[src/rtl/saph_raster_stepper.sv]
// Row-major scan controller driving the row/pixel float incrementers; start to first out_valid is 3 cycles.
// out_valid holds with stable coordinates until out_ready; no count pulse is issued while stalled or awaiting a ready.
module saph_raster_stepper #(
  parameter int coord_width = 16
) (
  input  logic                   clk,
  input  logic                   rst,
  input  logic                   start,
  output logic                   busy,
  output logic                   done,
  input  logic [coord_width-1:0] x0,
  input  logic [coord_width-1:0] y0,
  input  logic [coord_width-1:0] width,
  input  logic [coord_width-1:0] height,
  output logic                   row_latch,
  output logic                   row_count,
  input  logic                   row_ready,
  output logic                   px_latch,
  output logic                   px_count,
  input  logic                   px_ready,
  output logic                   out_valid,
  input  logic                   out_ready,
  output logic [coord_width-1:0] out_x,
  output logic [coord_width-1:0] out_y,
  output logic                   out_last
);

  localparam logic [2:0] IDLE  = 3'd0;
  localparam logic [2:0] INIT  = 3'd1;
  localparam logic [2:0] ROW   = 3'd2;
  localparam logic [2:0] EMIT  = 3'd3;
  localparam logic [2:0] PWAIT = 3'd4;
  localparam logic [2:0] RWAIT = 3'd5;

  localparam logic [coord_width-1:0] ONE = {{(coord_width-1){1'b0}}, 1'b1};

  logic [2:0]             state;
  logic [coord_width-1:0] x0_q, y0_q, w_q, h_q;
  logic [coord_width-1:0] col, row;
  logic                   done_q;
  logic                   col_last, row_last, accept;

  // Compare against width-1 rather than col+1 so a full-range width cannot overflow.
  assign col_last = (col == w_q - ONE);
  assign row_last = (row == h_q - ONE);
  assign accept   = (state == EMIT) && out_ready;

  assign busy      = (state != IDLE);
  assign done      = done_q;
  assign row_latch = (state == INIT);
  assign px_latch  = (state == ROW);
  assign out_valid = (state == EMIT);
  assign px_count  = accept && !col_last;
  assign row_count = accept && col_last && !row_last;
  assign out_last  = out_valid && col_last && row_last;
  assign out_x     = x0_q + col;
  assign out_y     = y0_q + row;

  always_ff @(posedge clk) begin
    if (rst) begin
      state  <= IDLE;
      x0_q   <= '0;
      y0_q   <= '0;
      w_q    <= '0;
      h_q    <= '0;
      col    <= '0;
      row    <= '0;
      done_q <= 1'b0;
    end else begin
      done_q <= 1'b0;
      case (state)
        IDLE: begin
          if (start) begin
            if (width != '0 && height != '0) begin
              x0_q  <= x0;
              y0_q  <= y0;
              w_q   <= width;
              h_q   <= height;
              col   <= '0;
              row   <= '0;
              state <= INIT;
            end else begin
              done_q <= 1'b1;
            end
          end
        end
        INIT: state <= ROW;
        ROW:  state <= EMIT;
        EMIT: begin
          if (out_ready) begin
            if (!col_last) begin
              col   <= col + ONE;
              state <= PWAIT;
            end else if (!row_last) begin
              col   <= '0;
              row   <= row + ONE;
              state <= RWAIT;
            end else begin
              state  <= IDLE;
              done_q <= 1'b1;
            end
          end
        end
        PWAIT: if (px_ready) state <= EMIT;
        RWAIT: if (row_ready) state <= ROW;
        default: state <= IDLE;
      endcase
    end
  end

endmodule

[config.mk]
export PLATFORM = sky130hd
export DESIGN_NAME = saph_raster_stepper
export DESIGN_NICKNAME = d
export VERILOG_FILES = /design/src/rtl/saph_raster_stepper.sv
export SDC_FILE = /design/constraint.sdc
export NUM_CORES = 1
export LEC_CHECK = 0
export ABC_AREA = 0
export CELL_PAD_IN_SITES_DETAIL_PLACEMENT = 0
export CELL_PAD_IN_SITES_GLOBAL_PLACEMENT = 1
export CORE_UTILIZATION = 39
export DETAILED_ROUTE_END_ITERATION = 6
export PLACE_DENSITY = 0.85
export SLEW_MARGIN = 20
export SYNTH_ARGS = -nofsm -noshare
export SYNTH_HDL_FRONTEND = slang
export SYNTH_SLANG_ARGS = --single-unit
export TNS_END_PERCENT = 1
[constraint.sdc]
create_clock -name clk -period 5.55 [get_ports clk]
set_clock_uncertainty 0.2 [all_clocks]
set_input_delay 1.665 -clock clk [delete_from_list [all_inputs] [get_ports clk]]
set_output_delay 1.665 -clock clk [all_outputs]
set_load 0.1 [all_outputs]
## Word level (Yosys, flattened, before mapping)

Cells that the tools add are included.

| storage, ports and cells | value |
|---|---|
| flip-flop bits (word level) | 100 |
| output and inout port bits | 40 |
| word-level logic and storage cells | 71 |

| operators by class | value |
|---|---|
| add/sub/neg operators | 6 |
| eq/ne operators | 15 |
| muxes and demuxes | 24 |
| reductions and logical operators | 18 |

Operators with widths:

| kind | count |
|---|---|
| $mux W16 | 8 |
| $pmux W16 S2 | 2 |
| $add A16 B1 Y16 const B | 2 |
| $add A16 B16 Y16 | 2 |
| $eq A16 B16 Y1 | 2 |
| $reduce_bool A16 Y1 | 2 |
| $sub A16 B1 Y16 const B | 2 |
| $mux W3 | 7 |
| $pmux W3 S6 | 1 |
| $ne A2 B2 Y1 const B | 5 |
| $reduce_and A5 Y1 | 2 |
| $logic_and A1 B1 Y1 | 7 |
| $eq A3 B2 Y1 const B | 2 |
| $eq A3 B3 Y1 const B | 2 |
| $reduce_and A6 Y1 | 1 |
| $mux W1 | 5 |
| $ne A2 B1 Y1 const B | 2 |
| $eq A3 B1 Y1 const B | 1 |
| $logic_not A3 Y1 | 1 |
| $ne A3 B3 Y1 const B | 1 |
| $reduce_and A3 Y1 | 1 |
| $reduce_bool A3 Y1 | 1 |
| $logic_not A1 Y1 | 2 |
| $pmux W1 S2 | 1 |
| $reduce_bool A2 Y1 | 1 |

## Logic depth before layout (Yosys ltp)

Gate-level depths: netlist (run 1).

| depth | value |
|---|---|
| depth after elaboration | 6 |
| depth in mapped cells | 12 |

## Least setup slack after synthesis (run 1)

Ideal clock, no wire load.

| path | value |
|---|---|
| path type | register -> output |
| start | reg row[2] |
| end | out out_y[14] |
| data arrival time | 5.333 ns |
| data required time | 3.685 ns |
| setup slack | -1.648 ns |
| cell stages (with the launch flop) | 10 |
| buffers on the path | 0 |
| cells stage by stage | dfxtp_1 ha_1 nor2b_1 o21a_1 nor2_1 o21bai_1 a31o_2 a31oi_1 a21oi_1 o311ai_0 |

| on the way | value |
|---|---|
| word-level cells in the longest chain between the ends | 1 |

RTL lines:

| item | RTL line | text |
|---|---|---|
| start, declared | 39 | `logic [coord_width-1:0] col, row;` |
| start signal, assigned | 96 | `row <= row + ONE;` |
| $add A16 B16 Y16 | 57 | `assign out_y = y0_q + row;` |
| end, declared | 24 | `output logic [coord_width-1:0] out_y,` |

No other way between the ends.

## Worst setup path in the final report (run 1)

| path | value |
|---|---|
| start | reg w_q[6] |
| end | out row_count |

| on the way | value |
|---|---|
| word-level cells in the longest chain between the ends | 4 |

RTL lines:

| item | RTL line | text |
|---|---|---|
| start, declared | 38 | `logic [coord_width-1:0] x0_q, y0_q, w_q, h_q;` |
| start signal, assigned | 77 | `w_q <= width;` |
| $sub A16 B1 Y16 | 44 | `assign col_last = (col == w_q - ONE);` |
| $eq A16 B16 Y1 | 44 |  |
| $logic_and A1 B1 Y1 (2 in series) | 54 | `assign row_count = accept && col_last && !row_last;` |
| end, declared | 16 | `output logic row_count,` |

No other way between the ends.

==> results of run 1 <==
## tightest hold or removal path, cell delays in order (launching register included)
cell and delay, ns:
dfxtp_1 0.32, nand2_1 0.05, a21oi_1 0.05
## per-layer routing
metal / global-route usage (%) / part of all wire, % / vias up / routed length (µm)
li1: - / - / 3447 / -
met1: 25.7 / 44 / 3091 / 8230
met2: 38.4 / 50 / 132 / 9410
met3: 4.30 / 4.1 / 22 / 774
met4: 5.56 / 1.5 / 0 / 274
met5: 0 / 0 / - / 0
## cell usage in the layout, fill, tap and decap left out, types with 6 or more instances in the layout
| cell type | Yosys | layout |
|---|---|---|
| or4_1 | 12 | 12 |
| o2111ai_1 | 6 | 6 |
| dfxtp_1 | 100 | 98 |
| nor3_1 | 29 | 27 |
| mux2i_1 | 13 | 13 |
| or3_1 | 7 | 7 |
| clkdlybuf4s50_1 | 0 | 77 |
| nand2_1 | 181 | 180 |
| o211ai_1 | 8 | 8 |
| nor4_1 | 27 | 26 |
| nand4_1 | 12 | 12 |
| nand3_1 | 54 | 54 |
| buf_12 | 0 | 7 |
| inv_1 | 29 | 29 |
| o21ai_0 | 21 | 21 |
| xnor2_1 | 38 | 38 |
| or2_2 | 11 | 11 |
| buf_4 | 0 | 39 |
| nor2b_1 | 9 | 9 |
| xor2_1 | 20 | 20 |
| a31oi_1 | 9 | 9 |
| nor2_1 | 53 | 52 |
| ha_1 | 34 | 34 |
| clkbuf_16 | 0 | 9 |
| a21oi_1 | 92 | 92 |
| o31ai_1 | 9 | 9 |
| and3_1 | 10 | 10 |
## registers in the layout (all words and copies together), names as in the netlist
signal	cells
h_q	16
row	16
x0_q	16
w_q	16
y0_q	16
state	3
col	16
done	1
## cells by family after synthesis
group / Yosys count / synth area share (%)
mux: 13 / 1.94
flops: 100 / 29.8
xor+xnor: 59 / 7.91
simple gates: 433 / 31.2
fa+ha+maj: 36 / 6.94
compound gates: 192 / 17.9
buf+inv: 75 / 4.23
## timing repair
action                     4_1_cts  5_1_grt
resized for setup                0        5
setup buffers                    0        0
setup endpoints to repair        0        2
## layout make-up
class,count,share of cell area [%]
Multi-Input combinational cell,733,53.4
Sequential cell,100,23.9
Timing Repair Buffer,124,14.4
Tap cell,220,3.28
Clock buffer,11,2.77
Inverter,29,1.30
Clock inverter,5,1.01
## worst paths after layout
path | to | slack (ns) | cells after the start
worst max-delay path | row_count | 0.12 | 8
worst min-delay path | x0_q[3] | 0.26 | 2
worst max register to register | row[15] | 1.48 | 9
worst min register to register | x0_q[3] | 0.26 | 2
## metrics by stage
step	area (µm²)	hold WS (ns)	instances
2_1_floorplan	6730	0.241	908
3_3_place_gp	8060	0.249	1206
3_5_place_dp	8060	0.253	1206
4_1_cts	8380	0.263	1222
5_1_grt	8400	0.285	1222
6_report	8400	0.261	1222
## power by group through the flow
stage                     Clock (mW)  Sequential (mW)  Combinational (mW)
final                          0.687            0.840                1.05
after detailed placement           0            0.855                1.04
after floorplan                    0            0.826               0.784
after CTS                      0.706            0.839                1.04
after global placement             0            0.855                1.03
after global routing           0.734            0.851                1.13
==> metrics, run 1 <==
status completed; Netlist cell types a little under 70; H-tree levels 3; Clock Sink Count 100; final core utilization between 50% and 60%; Design Power approximately 2.6 mW; #FFs+latches synth 100; via count 6692; Clock Tree Root clkbuf_16; combinational power share roughly 41%; DRC violations left 0; largest net degree at the start of global routing between 50 and 60; Pleak 3.22 nW; CP max-delay cell or4_4; worst min path class register to register; Worst EP arrival 3.56 ns; Seq/Total Area, Yosys 29.8%; DP Wirelength 13.8 mm; Final Slew Violations 0; TritonRoute pass-1 iters 5; Avg Inst Size Synth about 7.4 µm²; clock slew at the register clock pins of the worst setup and hold paths 0.08 ns; GPL Wtd Cong 0.806; Slew @ Worst Pin 1.03 ns; number of DRC markers in iteration 0 359; top-count cell post-synth nand2_1; antenna cell count 0; first-pass GRT wire length a little over 30 mm; I/O Buffers 109; post-route setup slack roughly 0.12 ns; number of flops mapped to enable cells by yosys 0; number of buffers created by CTS 9; Synth Net Count approximately 1000; slowest stage delay, CP 0.57 ns; total track usage approximately a fifth; Int Pwr 1.52 mW; Initial Util approximately two fifths; die width 133 µm; GRT overflow 0; data required time at the worst endpoint 3.69 ns; clock share of power between 20% and 30%; Switch Pwr approximately 1.1 mW; Total Nets Final 1103; period utilization a little over nine tenths; multi-input logic area around 4500 µm²; Via density approximately 5.5; Synth area leaders dfxtp_1, nand2_1, a21oi_1, ha_1, xnor2_1; Hold Startpoint x0_q[3]; cell family with most CP delay simple AND/OR/NAND/NOR gates; Slew HR between 30% and 40%; # rows 47; Place WS roughly 0.26 ns; crit path max fanout 6; Area growth syn-to-layout 25.2%; sequential share of power about a third; switching share of power roughly two fifths; most common flop cell mapped by yosys dfxtp_1; maxcap violations 0; initial antenna violation count 0; post-layout min period 5.43 ns; sequence of cells on the critical path or4_4, or4_1, a211oi_1, o22ai_2, or4b_4, o41a_1, nor3_4, buf_12; synth warn 0; Max VDD drop roughly 190 µV; post-synth top area share 29.8%; TritonCTS clock tree built; Mapped Cells 908; worst setup path start w_q[6]; Worst Path Buf+Inv 1; area leader, netlist dfxtp_1; Core Footprint roughly 17000 µm²; cts hold-fix bufs 0; Post-synth top cells nand2_1, dfxtp_1, a21oi_1; Syn Std Cell Area 6710 µm²; Hold Vio Cnt, Final 0; Seq. cell area approximately 2000 µm²; f_max 0.184 GHz; DIE AREA ~18000 µm²; startpoint class of the critical path register; IO Count 110; Sum Neg Setup Slack 0 ns; Detailed Route WL 18.7 mm; Worst setup EP type output port; CTS max path bufs 2; FILL cells 1726; Final setup viols 0; WL per Instance approximately 15 µm; ANT nets after route 0; post-synthesis async set-or-reset flop share 0%; Clk Latency, worst-skew pair 0.36 ns; WS Path Type register to output port; RR Startpoint w_q[6]; vias in the first global route 6150; die height ~130 µm; ratio of cells with drive above 1 in the final layout 8.78%; pwr/cell area 306 nW/µm²
Power figures use the tool's default switching activity.
==> run 2, diff against run 1 <==
--- a/config.mk
+++ b/config.mk
@@ -8,8 +8,10 @@
 export ABC_AREA = 0
 export CELL_PAD_IN_SITES_DETAIL_PLACEMENT = 0
 export CELL_PAD_IN_SITES_GLOBAL_PLACEMENT = 1
+export CORE_MARGIN = 5
 export CORE_UTILIZATION = 39
 export DETAILED_ROUTE_END_ITERATION = 6
+export GPL_ROUTABILITY_DRIVEN = 0
 export PLACE_DENSITY = 0.85
 export SLEW_MARGIN = 20
 export SYNTH_ARGS = -nofsm -noshare
==> run 2 against run 1 <==
Net effect: sequential power hardly changed; core utilization shrank 0.66 points; hold slack about the same; sequential share of layout area fell by 0.098 points; highest routed layer unchanged.
==> metrics, run 2 (synthesis results as in run 1) <==
most frequent cells in the layout nand2_1, dfxtp_1, a21oi_1, clkdlybuf4s50_1, nand3_1; antenna cell count 0; initial antenna violation count 0; TritonCTS clock tree built; number of buffers created by CTS 9; die height around 140 µm; Area growth syn-to-layout 26.2%; startpoint class of the critical path register; I/O Buffers between 100 and 150; Final Cell Area about 8500 µm²; Worst EP arrival roughly 3.6 ns; Core Footprint ~17000 µm²; Finished Layout Cells about 1200; IO Count 110; RSZ-0062 raised after global routing true; GRT overflow 0; pwr/cell area 306 nW/µm²; Detailed Route WL roughly 19 mm; H-tree levels 3; CTS max path bufs 2; # rows 48; flop2flop setup slack approximately 1.6 ns; Initial Util between 30% and 40%; combinational power share around 41%; Final Slew Violations 0; post-route setup slack approximately 0.06 ns; Clk Latency, worst-skew pair approximately 0.36 ns; final core utilization between 40% and 50%; TritonRoute pass-1 iters 4; Int Pwr roughly 1.5 mW; WL per Instance ~16 µm; period utilization between 90% and 100%; WS Path Type register to output port; via count between 6000 and 7000; DRC violations left 0; Worst setup EP type output port; commonest non-fill, non-tap cell in the layout nand2_1; largest net degree at the start of global routing 65; f_max 0.182 GHz; Placed Area 8040 µm²; sequential share of power 32.6%; Pleak 3.24 nW; Slew HR 28.9%; ratio of cells with drive above 1 in the final layout 9.77%; Total Nets Final between 1000 and 1500; vias in the first global route 6497; first-pass GRT wire length 31.5 mm; Hold Vio Cnt, Final 0; ANT nets after route 0; Final setup viols 0; Place WS about 0.15 ns; clock share of power 26.7%; total track usage between 10% and 20%; Clock Sink Count 100; dpl cells around 1200; maxcap violations 0; Sum Neg Setup Slack 0 ns; DIE AREA ~20000 µm²; worst min path class register to register; clock slew at the register clock pins of the worst setup and hold paths 0.07 ns; crit path max fanout 7; Switch Pwr ~1.1 mW; Clock Tree Root clkbuf_16; die width about 140 µm; post-layout min period ~5.5 ns; Via density approximately 5.4; number of DRC markers in iteration 0 around 410; data required time at the worst endpoint between 3 and 4 ns; DP Wirelength between 10 and 15 mm; switching share of power between 40 and 50%; status completed; Max VDD drop 199 µV; Slew @ Worst Pin 1.06 ns
[run 2: cell types whose count changed in the layout (fill, tap and decap cells not counted), sizes merged]
cell      delta
buf          +2
clkinv       +1
clkinvlp     -1
inv          -1
[run 2: final timing paths]
| path | cells past startpoint | from | to |
|---|---|---|---|
| setup / recovery | 8 | w_q[7] | row_count |
| hold / removal | 2 | y0_q[0] | y0_q[0] |
| setup reg to reg | 9 | w_q[7] | row[15] |
| hold reg to reg | 2 | y0_q[0] | y0_q[0] |
[run 2: cell type report]
type,count,area [µm²]
clock buffers,11,243
inverters,29,109
multi-input cells,733,4540
flip-flops and latches,100,2010
clock inverters,4,73.8
repair buffers,126,1210
well taps,225,282
fillers,1755,8590
[run 2: repair_timing]
action | 4_1_cts | 5_1_grt
setup buffers | 0 | 2
resized for setup | 0 | 19
hold buffers | 0 | 0
endpoints found under the setup margin | 0 | 2
[run 2: worst max-delay path, cell delays in order (launching register included)]
cell and delay, ns:
dfxtp_4 0.36, or4_4 0.56, or4_4 0.45, a211oi_4 0.23, o22ai_2 0.14, or4b_4 0.55
o41a_1 0.49, nor3_4 0.28, buf_12 0.21
[run 2: layer usage]
metal,share of wire (%),global-route usage [%],vias up
met5,0,0,-
met4,2.5,6.78,0
met3,3.9,3.15,27
met2,50,34.4,115
met1,44,23.1,3108
li1,-,-,3441
[run 2: power groups by stage]
stage	registers, mW	clock network (mW)	logic (mW)
global placement	0.856	0	1.02
finish	0.843	0.690	1.05
detailed placement	0.857	0	1.03
global route	0.853	0.735	1.15
floorplan	0.826	0	0.784
CTS	0.840	0.704	1.03
[run 2: through the flow]
| stage | power (mW) | hold slack, ns |
|---|---|---|
| final | 2.59 | 0.261 |
| after global routing | 2.74 | 0.277 |
| after global placement | 1.88 | 0.247 |
| after CTS | 2.58 | 0.265 |
| after detailed placement | 1.89 | 0.255 |
| after floorplan | 1.61 | 0.241 |
==> run 3, diff against run 2 <==
--- a/config.mk
+++ b/config.mk
@@ -5,7 +5,6 @@
 export SDC_FILE = /design/constraint.sdc
 export NUM_CORES = 1
 export LEC_CHECK = 0
-export ABC_AREA = 0
 export CELL_PAD_IN_SITES_DETAIL_PLACEMENT = 0
 export CELL_PAD_IN_SITES_GLOBAL_PLACEMENT = 1
 export CORE_MARGIN = 5
==> results of run 3 <==
Same layout as run 2: the final DEF is identical, and so are final timing and power.
